[src/rtl/vga_timing_pkg.sv]
`default_nettype none
// ============================================================================
//  Module      : vga_timing_pkg
//  Description : Shared constants and types for the 640x480@60 VGA timing
//                controller. Holds default porch/sync figures, derived
//                totals, colour-field positions and the timeline bundle.
//  Revision    : 1.0 - initial release
// ============================================================================
package vga_timing_pkg;

    // Datapath widths
    localparam int CNT_W = 10;
    localparam int PIX_W = 12;
    localparam int COL_W = 4;

    // Default 640x480@60 timing (pixel clocks / lines)
    localparam int DEF_H_ACTIVE   = 640;
    localparam int DEF_H_FP       = 16;
    localparam int DEF_H_SYNC     = 96;
    localparam int DEF_H_BP       = 48;
    localparam int DEF_V_ACTIVE   = 480;
    localparam int DEF_V_FP       = 10;
    localparam int DEF_V_SYNC     = 2;
    localparam int DEF_V_BP       = 33;
    localparam int DEF_PIPE_DELAY = 1;

    // Derived figures for the default timing
    localparam int H_TOTAL  = DEF_H_ACTIVE + DEF_H_FP + DEF_H_SYNC + DEF_H_BP;
    localparam int V_TOTAL  = DEF_V_ACTIVE + DEF_V_FP + DEF_V_SYNC + DEF_V_BP;
    localparam int HS_START = DEF_H_ACTIVE + DEF_H_FP;
    localparam int HS_END   = HS_START + DEF_H_SYNC - 1;
    localparam int VS_START = DEF_V_ACTIVE + DEF_V_FP;
    localparam int VS_END   = VS_START + DEF_V_SYNC - 1;

    // Colour fields inside pixel_data
    localparam int B_MSB = 11;
    localparam int B_LSB = 8;
    localparam int G_MSB = 7;
    localparam int G_LSB = 4;
    localparam int R_MSB = 3;
    localparam int R_LSB = 0;

    // Request-timeline bundle carried through the alignment delay
    typedef struct packed {
        logic act;
        logic hs_n;
        logic vs_n;
    } timeline_t;

    // Idle timeline: blanked, both syncs deasserted
    localparam timeline_t TL_IDLE = '{act: 1'b0, hs_n: 1'b1, vs_n: 1'b1};

    // Force the colour to black outside the visible area
    function automatic logic [PIX_W-1:0] blank_pixel(input logic act,
                                                     input logic [PIX_W-1:0] pix);
        return act ? pix : '0;
    endfunction

endpackage
`default_nettype wire

[src/rtl/vga_timing_ctrl_if.sv]
`default_nettype none
// ============================================================================
//  Module      : vga_timing_ctrl_if
//  Description : Renderer/DAC-side signal bundle of the VGA timing
//                controller. master = controller, slave = renderer/board.
//  Revision    : 1.0 - initial release
// ============================================================================
interface vga_timing_ctrl_if;
    import vga_timing_pkg::*;

    logic [PIX_W-1:0] pixel_data;
    logic [CNT_W-1:0] x_pos;
    logic [CNT_W-1:0] y_pos;
    logic             frame_start;
    logic [COL_W-1:0] vga_r;
    logic [COL_W-1:0] vga_g;
    logic [COL_W-1:0] vga_b;
    logic             vga_hs;
    logic             vga_vs;

    modport master (
        input  pixel_data,
        output x_pos, y_pos, frame_start,
        output vga_r, vga_g, vga_b, vga_hs, vga_vs
    );

    modport slave (
        output pixel_data,
        input  x_pos, y_pos, frame_start,
        input  vga_r, vga_g, vga_b, vga_hs, vga_vs
    );

endinterface
`default_nettype wire

[src/rtl/vga_delay_line.sv]
`default_nettype none
// ============================================================================
//  Module      : vga_delay_line
//  Description : WIDTH-bit, DEPTH-stage shift register with a synchronous
//                reset to a caller-supplied value. DEPTH=0 is a wire.
//  Revision    : 1.0 - initial release
// ============================================================================
module vga_delay_line #(
    parameter int WIDTH = 3,
    parameter int DEPTH = 1
) (
    input  wire logic             clk,
    input  wire logic             rst,
    input  wire logic [WIDTH-1:0] rst_val_i,
    input  wire logic [WIDTH-1:0] d_i,
    output logic      [WIDTH-1:0] q_o
);

    generate
        if (DEPTH == 0) begin : g_bypass
            // No stages: clock, reset and reset value are not needed
            logic unused_bypass;
            assign unused_bypass = ^{clk, rst, rst_val_i};
            assign q_o = d_i;
        end else begin : g_shift
            logic [WIDTH-1:0] stage_q [DEPTH];

            // Shift one stage per clock; reset loads every stage with rst_val_i
            always_ff @(posedge clk) begin
                if (rst) begin
                    for (int i = 0; i < DEPTH; i++) begin
                        stage_q[i] <= rst_val_i;
                    end
                end else begin
                    stage_q[0] <= d_i;
                    for (int i = 1; i < DEPTH; i++) begin
                        stage_q[i] <= stage_q[i-1];
                    end
                end
            end

            assign q_o = stage_q[DEPTH-1];
        end
    endgenerate

endmodule
`default_nettype wire

[src/rtl/vga_timing_ctrl.sv]
`default_nettype none
// ============================================================================
//  Module      : vga_timing_ctrl
//  Description : 640x480@60 VGA timing generator. Issues pixel requests
//                (x_pos/y_pos), delays sync/blank by the renderer latency
//                and registers colour and syncs onto the DAC pins.
//                PIPE_DELAY legal range is 0..4.
//  Revision    : 1.0 - initial release
// ============================================================================
module vga_timing_ctrl
    import vga_timing_pkg::*;
#(
    parameter int H_ACTIVE   = DEF_H_ACTIVE,
    parameter int H_FP       = DEF_H_FP,
    parameter int H_SYNC     = DEF_H_SYNC,
    parameter int H_BP       = DEF_H_BP,
    parameter int V_ACTIVE   = DEF_V_ACTIVE,
    parameter int V_FP       = DEF_V_FP,
    parameter int V_SYNC     = DEF_V_SYNC,
    parameter int V_BP       = DEF_V_BP,
    parameter int PIPE_DELAY = DEF_PIPE_DELAY
) (
    input  wire logic          vga_clk,
    input  wire logic          vga_rst,
    vga_timing_ctrl_if.master  vga
);

    // Sized timing constants so every compare is a plain CNT_W-bit unsigned compare
    localparam logic [CNT_W-1:0] C_H_LAST   = CNT_W'(H_ACTIVE + H_FP + H_SYNC + H_BP - 1);
    localparam logic [CNT_W-1:0] C_V_LAST   = CNT_W'(V_ACTIVE + V_FP + V_SYNC + V_BP - 1);
    localparam logic [CNT_W-1:0] C_H_ACT    = CNT_W'(H_ACTIVE);
    localparam logic [CNT_W-1:0] C_V_ACT    = CNT_W'(V_ACTIVE);
    localparam logic [CNT_W-1:0] C_HS_START = CNT_W'(H_ACTIVE + H_FP);
    localparam logic [CNT_W-1:0] C_HS_END   = CNT_W'(H_ACTIVE + H_FP + H_SYNC - 1);
    localparam logic [CNT_W-1:0] C_VS_START = CNT_W'(V_ACTIVE + V_FP);
    localparam logic [CNT_W-1:0] C_VS_END   = CNT_W'(V_ACTIVE + V_FP + V_SYNC - 1);

    logic [CNT_W-1:0] h_cnt_q, h_cnt_d;
    logic [CNT_W-1:0] v_cnt_q, v_cnt_d;
    logic             w_h_act, w_v_act;
    timeline_t        w_tl_req;
    timeline_t        w_tl_dly;
    logic [PIX_W-1:0] w_pix;
    logic [COL_W-1:0] r_d, g_d, b_d, r_q, g_q, b_q;
    logic             hs_d, vs_d, hs_q, vs_q;

    // Raster counters: h wraps every line, v advances only on the h wrap
    always_comb begin
        h_cnt_d = h_cnt_q + 1'b1;
        v_cnt_d = v_cnt_q;
        if (h_cnt_q == C_H_LAST) begin
            h_cnt_d = '0;
            v_cnt_d = (v_cnt_q == C_V_LAST) ? '0 : v_cnt_q + 1'b1;
        end
    end

    // Counter registers; reset restarts the raster at (0,0)
    always_ff @(posedge vga_clk) begin
        if (vga_rst) begin
            h_cnt_q <= '0;
            v_cnt_q <= '0;
        end else begin
            h_cnt_q <= h_cnt_d;
            v_cnt_q <= v_cnt_d;
        end
    end

    // Request timeline decoded straight from the counters
    always_comb begin
        w_h_act       = (h_cnt_q < C_H_ACT);
        w_v_act       = (v_cnt_q < C_V_ACT);
        w_tl_req.act  = w_h_act && w_v_act;
        w_tl_req.hs_n = !((h_cnt_q >= C_HS_START) && (h_cnt_q <= C_HS_END));
        w_tl_req.vs_n = !((v_cnt_q >= C_VS_START) && (v_cnt_q <= C_VS_END));
    end

    assign vga.x_pos       = w_h_act ? h_cnt_q : '0;
    assign vga.y_pos       = w_v_act ? v_cnt_q : '0;
    assign vga.frame_start = (h_cnt_q == '0) && (v_cnt_q == '0);

    // Hold act/syncs back by the renderer latency so they meet pixel_data
    vga_delay_line #(
        .WIDTH ($bits(timeline_t)),
        .DEPTH (PIPE_DELAY)
    ) u_align (
        .clk       (vga_clk),
        .rst       (vga_rst),
        .rst_val_i (TL_IDLE),
        .d_i       (w_tl_req),
        .q_o       (w_tl_dly)
    );

    // Blank and split the returned colour, pass delayed syncs through
    always_comb begin
        w_pix = blank_pixel(w_tl_dly.act, vga.pixel_data);
        r_d   = w_pix[R_MSB:R_LSB];
        g_d   = w_pix[G_MSB:G_LSB];
        b_d   = w_pix[B_MSB:B_LSB];
        hs_d  = w_tl_dly.hs_n;
        vs_d  = w_tl_dly.vs_n;
    end

    // Pin registers; reset drives black with both syncs deasserted
    always_ff @(posedge vga_clk) begin
        if (vga_rst) begin
            r_q  <= '0;
            g_q  <= '0;
            b_q  <= '0;
            hs_q <= 1'b1;
            vs_q <= 1'b1;
        end else begin
            r_q  <= r_d;
            g_q  <= g_d;
            b_q  <= b_d;
            hs_q <= hs_d;
            vs_q <= vs_d;
        end
    end

    assign vga.vga_r  = r_q;
    assign vga.vga_g  = g_q;
    assign vga.vga_b  = b_q;
    assign vga.vga_hs = hs_q;
    assign vga.vga_vs = vs_q;

endmodule
`default_nettype wire

[src/flat_wrapper.sv]
// flat-port wrapper written by rule: the top's interface ports become plain ports
module vga_timing_ctrl_flat import vga_timing_pkg::*;
#(
    parameter int H_ACTIVE   = DEF_H_ACTIVE,
    parameter int H_FP       = DEF_H_FP,
    parameter int H_SYNC     = DEF_H_SYNC,
    parameter int H_BP       = DEF_H_BP,
    parameter int V_ACTIVE   = DEF_V_ACTIVE,
    parameter int V_FP       = DEF_V_FP,
    parameter int V_SYNC     = DEF_V_SYNC,
    parameter int V_BP       = DEF_V_BP,
    parameter int PIPE_DELAY = DEF_PIPE_DELAY
)
  (vga_clk, vga_rst, vga_pixel_data, vga_x_pos, vga_y_pos, vga_frame_start, vga_vga_r, vga_vga_g, vga_vga_b, vga_vga_hs, vga_vga_vs);
  vga_timing_ctrl_if vga_i ();
  input  wire logic vga_clk;
  input  wire logic vga_rst;
  input wire logic [$bits(vga_i.pixel_data)-1:0] vga_pixel_data;
  output wire logic [$bits(vga_i.x_pos)-1:0] vga_x_pos;
  output wire logic [$bits(vga_i.y_pos)-1:0] vga_y_pos;
  output wire logic [$bits(vga_i.frame_start)-1:0] vga_frame_start;
  output wire logic [$bits(vga_i.vga_r)-1:0] vga_vga_r;
  output wire logic [$bits(vga_i.vga_g)-1:0] vga_vga_g;
  output wire logic [$bits(vga_i.vga_b)-1:0] vga_vga_b;
  output wire logic [$bits(vga_i.vga_hs)-1:0] vga_vga_hs;
  output wire logic [$bits(vga_i.vga_vs)-1:0] vga_vga_vs;
  assign vga_i.pixel_data = vga_pixel_data;
  assign vga_x_pos = vga_i.x_pos;
  assign vga_y_pos = vga_i.y_pos;
  assign vga_frame_start = vga_i.frame_start;
  assign vga_vga_r = vga_i.vga_r;
  assign vga_vga_g = vga_i.vga_g;
  assign vga_vga_b = vga_i.vga_b;
  assign vga_vga_hs = vga_i.vga_hs;
  assign vga_vga_vs = vga_i.vga_vs;
  vga_timing_ctrl #(.H_ACTIVE(H_ACTIVE), .H_FP(H_FP), .H_SYNC(H_SYNC), .H_BP(H_BP), .V_ACTIVE(V_ACTIVE), .V_FP(V_FP), .V_SYNC(V_SYNC), .V_BP(V_BP), .PIPE_DELAY(PIPE_DELAY)) u_core (.vga_clk(vga_clk), .vga_rst(vga_rst), .vga(vga_i));
endmodule
[config.mk]
export PLATFORM = sky130hd
export DESIGN_NAME = vga_timing_ctrl_flat
export DESIGN_NICKNAME = d
export VERILOG_FILES = /design/src/rtl/vga_timing_pkg.sv /design/src/rtl/vga_timing_ctrl_if.sv /design/src/rtl/vga_delay_line.sv /design/src/rtl/vga_timing_ctrl.sv /design/src/flat_wrapper.sv
export SDC_FILE = /design/constraint.sdc
export NUM_CORES = 1
export LEC_CHECK = 0
export CORE_ASPECT_RATIO = 0.9
export CORE_UTILIZATION = 50
export DETAILED_ROUTE_END_ITERATION = 10
export PLACE_DENSITY = 0.86
export SLEW_MARGIN = 15
export SYNTH_ARGS = -nofsm -noshare
export SYNTH_HDL_FRONTEND = slang
export SYNTH_SLANG_ARGS = --single-unit
[constraint.sdc]
create_clock -name vga_clk -period 4.5 [get_ports vga_clk]
set_input_delay 0.45 -clock vga_clk [delete_from_list [all_inputs] [get_ports vga_clk]]
set_output_delay 0.45 -clock vga_clk [all_outputs]
set_load 0.02 [all_outputs]
==> flow_summary.json <==
{
  "status": "finished clean",
  "htree_levels": 2,
  "ff_latch_area_sq_um": 741,
  "dieHeight_um": 56.5,
  "syn_inst": 186,
  "setup_viol": 0,
  "synth_mux_area_frac": 0,
  "r2r_slack_ns": 2.58,
  "synth_top_family_by_area": "simple AND/OR/NAND/NOR gates",
  "synth_warnings": 0,
  "p_leak_nw": 0.785,
  "fillerInstances": 243,
  "required_ns": 4.05,
  "hp-start": "u_core.u_align.g_shift.stage_q[0][0]$_SDFF_PP1_",
  "clock_sinks": 37,
  "start_util": 0.534,
  "final_nets": 251,
  "yosysTopAreaCell": "dfxtp_1",
  "firstDrtPassIters": 4,
  "r2r-end": "u_core.v_cnt_q[3]$_SDFFE_PP0N_",
  "postCtsSetupBuffers": 0,
  "die_area_sq_um": 3540,
  "maxSlewHeadroom": 0.494,
  "ir_drop_mv": 0.220,
  "tns_ns": 0,
  "power_uw": 572,
  "cts.clk_slew.worst_paths_ns": 0.11,
  "final_common_cell": "clkdlybuf4s50_1",
  "grt_pass1_vias": 1251,
  "cts_resized": 0,
  "synth_compound_area_frac": 0.0636,
  "gp_congestion": 0.833,
  "layout-drive-gt1-share": 0.0474,
  "synthDistinctLibCells": 34,
  "arrival_ns": 2.31,
  "cp-start-kind": "flip-flop",
  "synthToLayoutAreaGrowth_pct": 32.1,
  "cts_buffer_depth": 2,
  "clkLatencyLatePin_ns": 0.35,
  "fin_crit_sh": 0.613,
  "wl_um": 3310,
  "synth_area_per_cell_sq_um": 8.88,
  "multi_input_area_sq_um": 833,
  "grt_max_degree": 15,
  "ys_seq_area_frac": 0.448,
  "syn-cell-area_sq_um": 1650,
  "rr_worst_depth": 5,
  "worstSetupPathType": "reg -> out",
  "root_buffer": "clkbuf_4",
  "tightest_slew_ns": 0.751,
  "rsz0062_at_grt": "no",
  "ys_seq_elements": 37,
  "fin_crit_ns": 2.76,
  "dieWidth_um": 62.6,
  "worst-path-stages": 6,
  "cp_slowest_cell": "clkdlybuf4s50_1",
  "cts_hold_buf": 0,
  "fmaxAchievable_mhz": 363,
  "synth_simple_gate_area_frac": 0.348,
  "core-area_sq_um": 3090,
  "drc": 0,
  "critPathMaxFanout": 6,
  "finalHoldViolations": 0,
  "skew_ns": 0.0131,
  "reg2reg_from": "u_core.h_cnt_q[0]$_SDFF_PP0_",
  "routedWlPerCell_um": 12.1,
  "cts_tree": "built",
  "synth_fa_ha_area_frac": 0.0379,
  "max_stage_delay_ns": 0.67,
  "cts_inserted_buffers": 5,
  "hpwl_um": 2420,
  "synth_fp_nets": 205,
  "grt_antenna_before_repair": 0,
  "routed-wl-met3_um": 237,
  "drtIter0Drc": 54,
  "synth-xor-area-share": 0.0530,
  "synth_top_area_frac": 0.448,
  "synth_area_leaders": "dfxtp_1, and2_1, nor2_1, ha_1, xnor2_1",
  "endpoint_kind": "output port",
  "highest_layer": "met4",
  "vias_per_cell": 5.04,
  "path_cells": "inv_1, ha_1, nor2b_1, nand4_1, nor4_1, clkdlybuf4s50_1",
  "num_antenna_cells": 0,
  "cap_viol_max_count": 0,
  "powerDensity_nw_per_um2": 262,
  "path_buf_inv": 2,
  "critical_path.endpoint": "vga_frame_start",
  "ioPinCount": 49,
  "crit_family": "buffers and inverters",
  "rows": 19,
  "grt_pass1_wl_um": 5570,
  "wl_met1_um": 1660,
  "io_buffer_count": 47,
  "route.vias.total": 1382,
  "finalMaxSlewViolations": 0,
  "cp-startpoint": "u_core.v_cnt_q[0]$_SDFFE_PP0N_",
  "layout_common_cells": "clkdlybuf4s50_1, dfxtp_1, and2_1",
  "met2_length_um": 1370,
  "final_core_util": 0.706,
  "grt_usage": 0.203,
  "overflow": 0,
  "ant_nets": 0,
  "min_path_type": "reg -> reg"
}
[stage by stage]
| stage | area (sq um) | worst slack, ns | std cells | hold WS (ns) |
|---|---|---|---|---|
| floorplan | 1650 | 2.52 | 186 | 0.389 |
| global placement | 2120 | 2.22 | 267 | 0.391 |
| detailed placement | 2120 | 2.19 | 267 | 0.392 |
| CTS | 2180 | 1.77 | 274 | 0.418 |
| global route | 2180 | 1.62 | 274 | 0.436 |
| finish | 2180 | 1.74 | 274 | 0.419 |
[kinds of logic after synthesis]
group,count (synthesis)
AND/OR/NAND/NOR,99
flip-flops,37
AO/OA/AOI/OAI,19
buffers and inverters,15
XOR/XNOR,10
adder cells (fa/ha/maj),5
other,1
[cell type report]
type                    count  area share
clock buffers               6      0.0235
clock inverters             1     0.00344
inverters                   7      0.0120
multi-input cells         134       0.382
flip-flops and latches     37       0.339
well taps                  42      0.0241
repair buffers             47       0.216
[how the worst min path moves through the flow]
stage                                         endpoint  slack, ns  depth (start not counted)
after floorplan           u_core.vga.vga_hs$_SDFF_PP1_       0.39                          1
after global placement    u_core.vga.vga_hs$_SDFF_PP1_       0.39                          1
after detailed placement  u_core.vga.vga_vs$_SDFF_PP1_       0.39                          1
after CTS                 u_core.vga.vga_vs$_SDFF_PP1_       0.42                          1
after global routing      u_core.vga.vga_vs$_SDFF_PP1_       0.44                          1
final                     u_core.vga.vga_vs$_SDFF_PP1_       0.42                          1
[cells in the mapped netlist]
cell type,number
xor2_1,3
buf_4,3
and3b_1,1
o211ai_1,1
nand3_1,9
and4b_1,1
nand2b_1,1
buf_6,1
buf_2,2
nor4_1,3
nor2_1,17
and3_1,4
or4_1,4
nand4_4,1
inv_1,7
and2_1,27
dfxtp_1,37
ha_1,5
nand4b_1,1
clkbuf_1,2
nand2_1,9
nor4b_1,1
o21ai_0,6
o21bai_1,1
or3_1,5
xnor2_1,7
nand4_1,3
nor2b_1,3
o31ai_1,2
nor3b_1,3
nor3_1,3
or2_2,3
a21oi_1,9
conb_1,1
[state kept, by name, summed over array words and instances, names as in the netlist]
| name | count |
|---|---|
| u_core.h_cnt_q | 10 |
| u_core.v_cnt_q | 10 |
| u_core.vga.vga_b | 4 |
| u_core.vga.vga_g | 4 |
| u_core.vga.vga_r | 4 |
| u_core.u_align.g_shift.stage_q | 3 |
| u_core.vga.vga_hs | 1 |
| u_core.vga.vga_vs | 1 |
[report_power, final]
part	total [mW]	internal, mW	leakage [nW]	switching, mW
Clock	0.178	0.0731	0.0303	0.105
Combinational	0.0550	0.0307	0.453	0.0243
Sequential	0.339	0.334	0.301	0.00434
[routing by layer]
| layer | track usage | vias to the layer above |
|---|---|---|
| met5 | 0 | - |
| met4 | 0.0598 | 0 |
| met3 | 0.0752 | 7 |
| met2 | 0.304 | 50 |
| met1 | 0.271 | 608 |
| li1 | - | 717 |
Power figures use the tool's default switching activity.
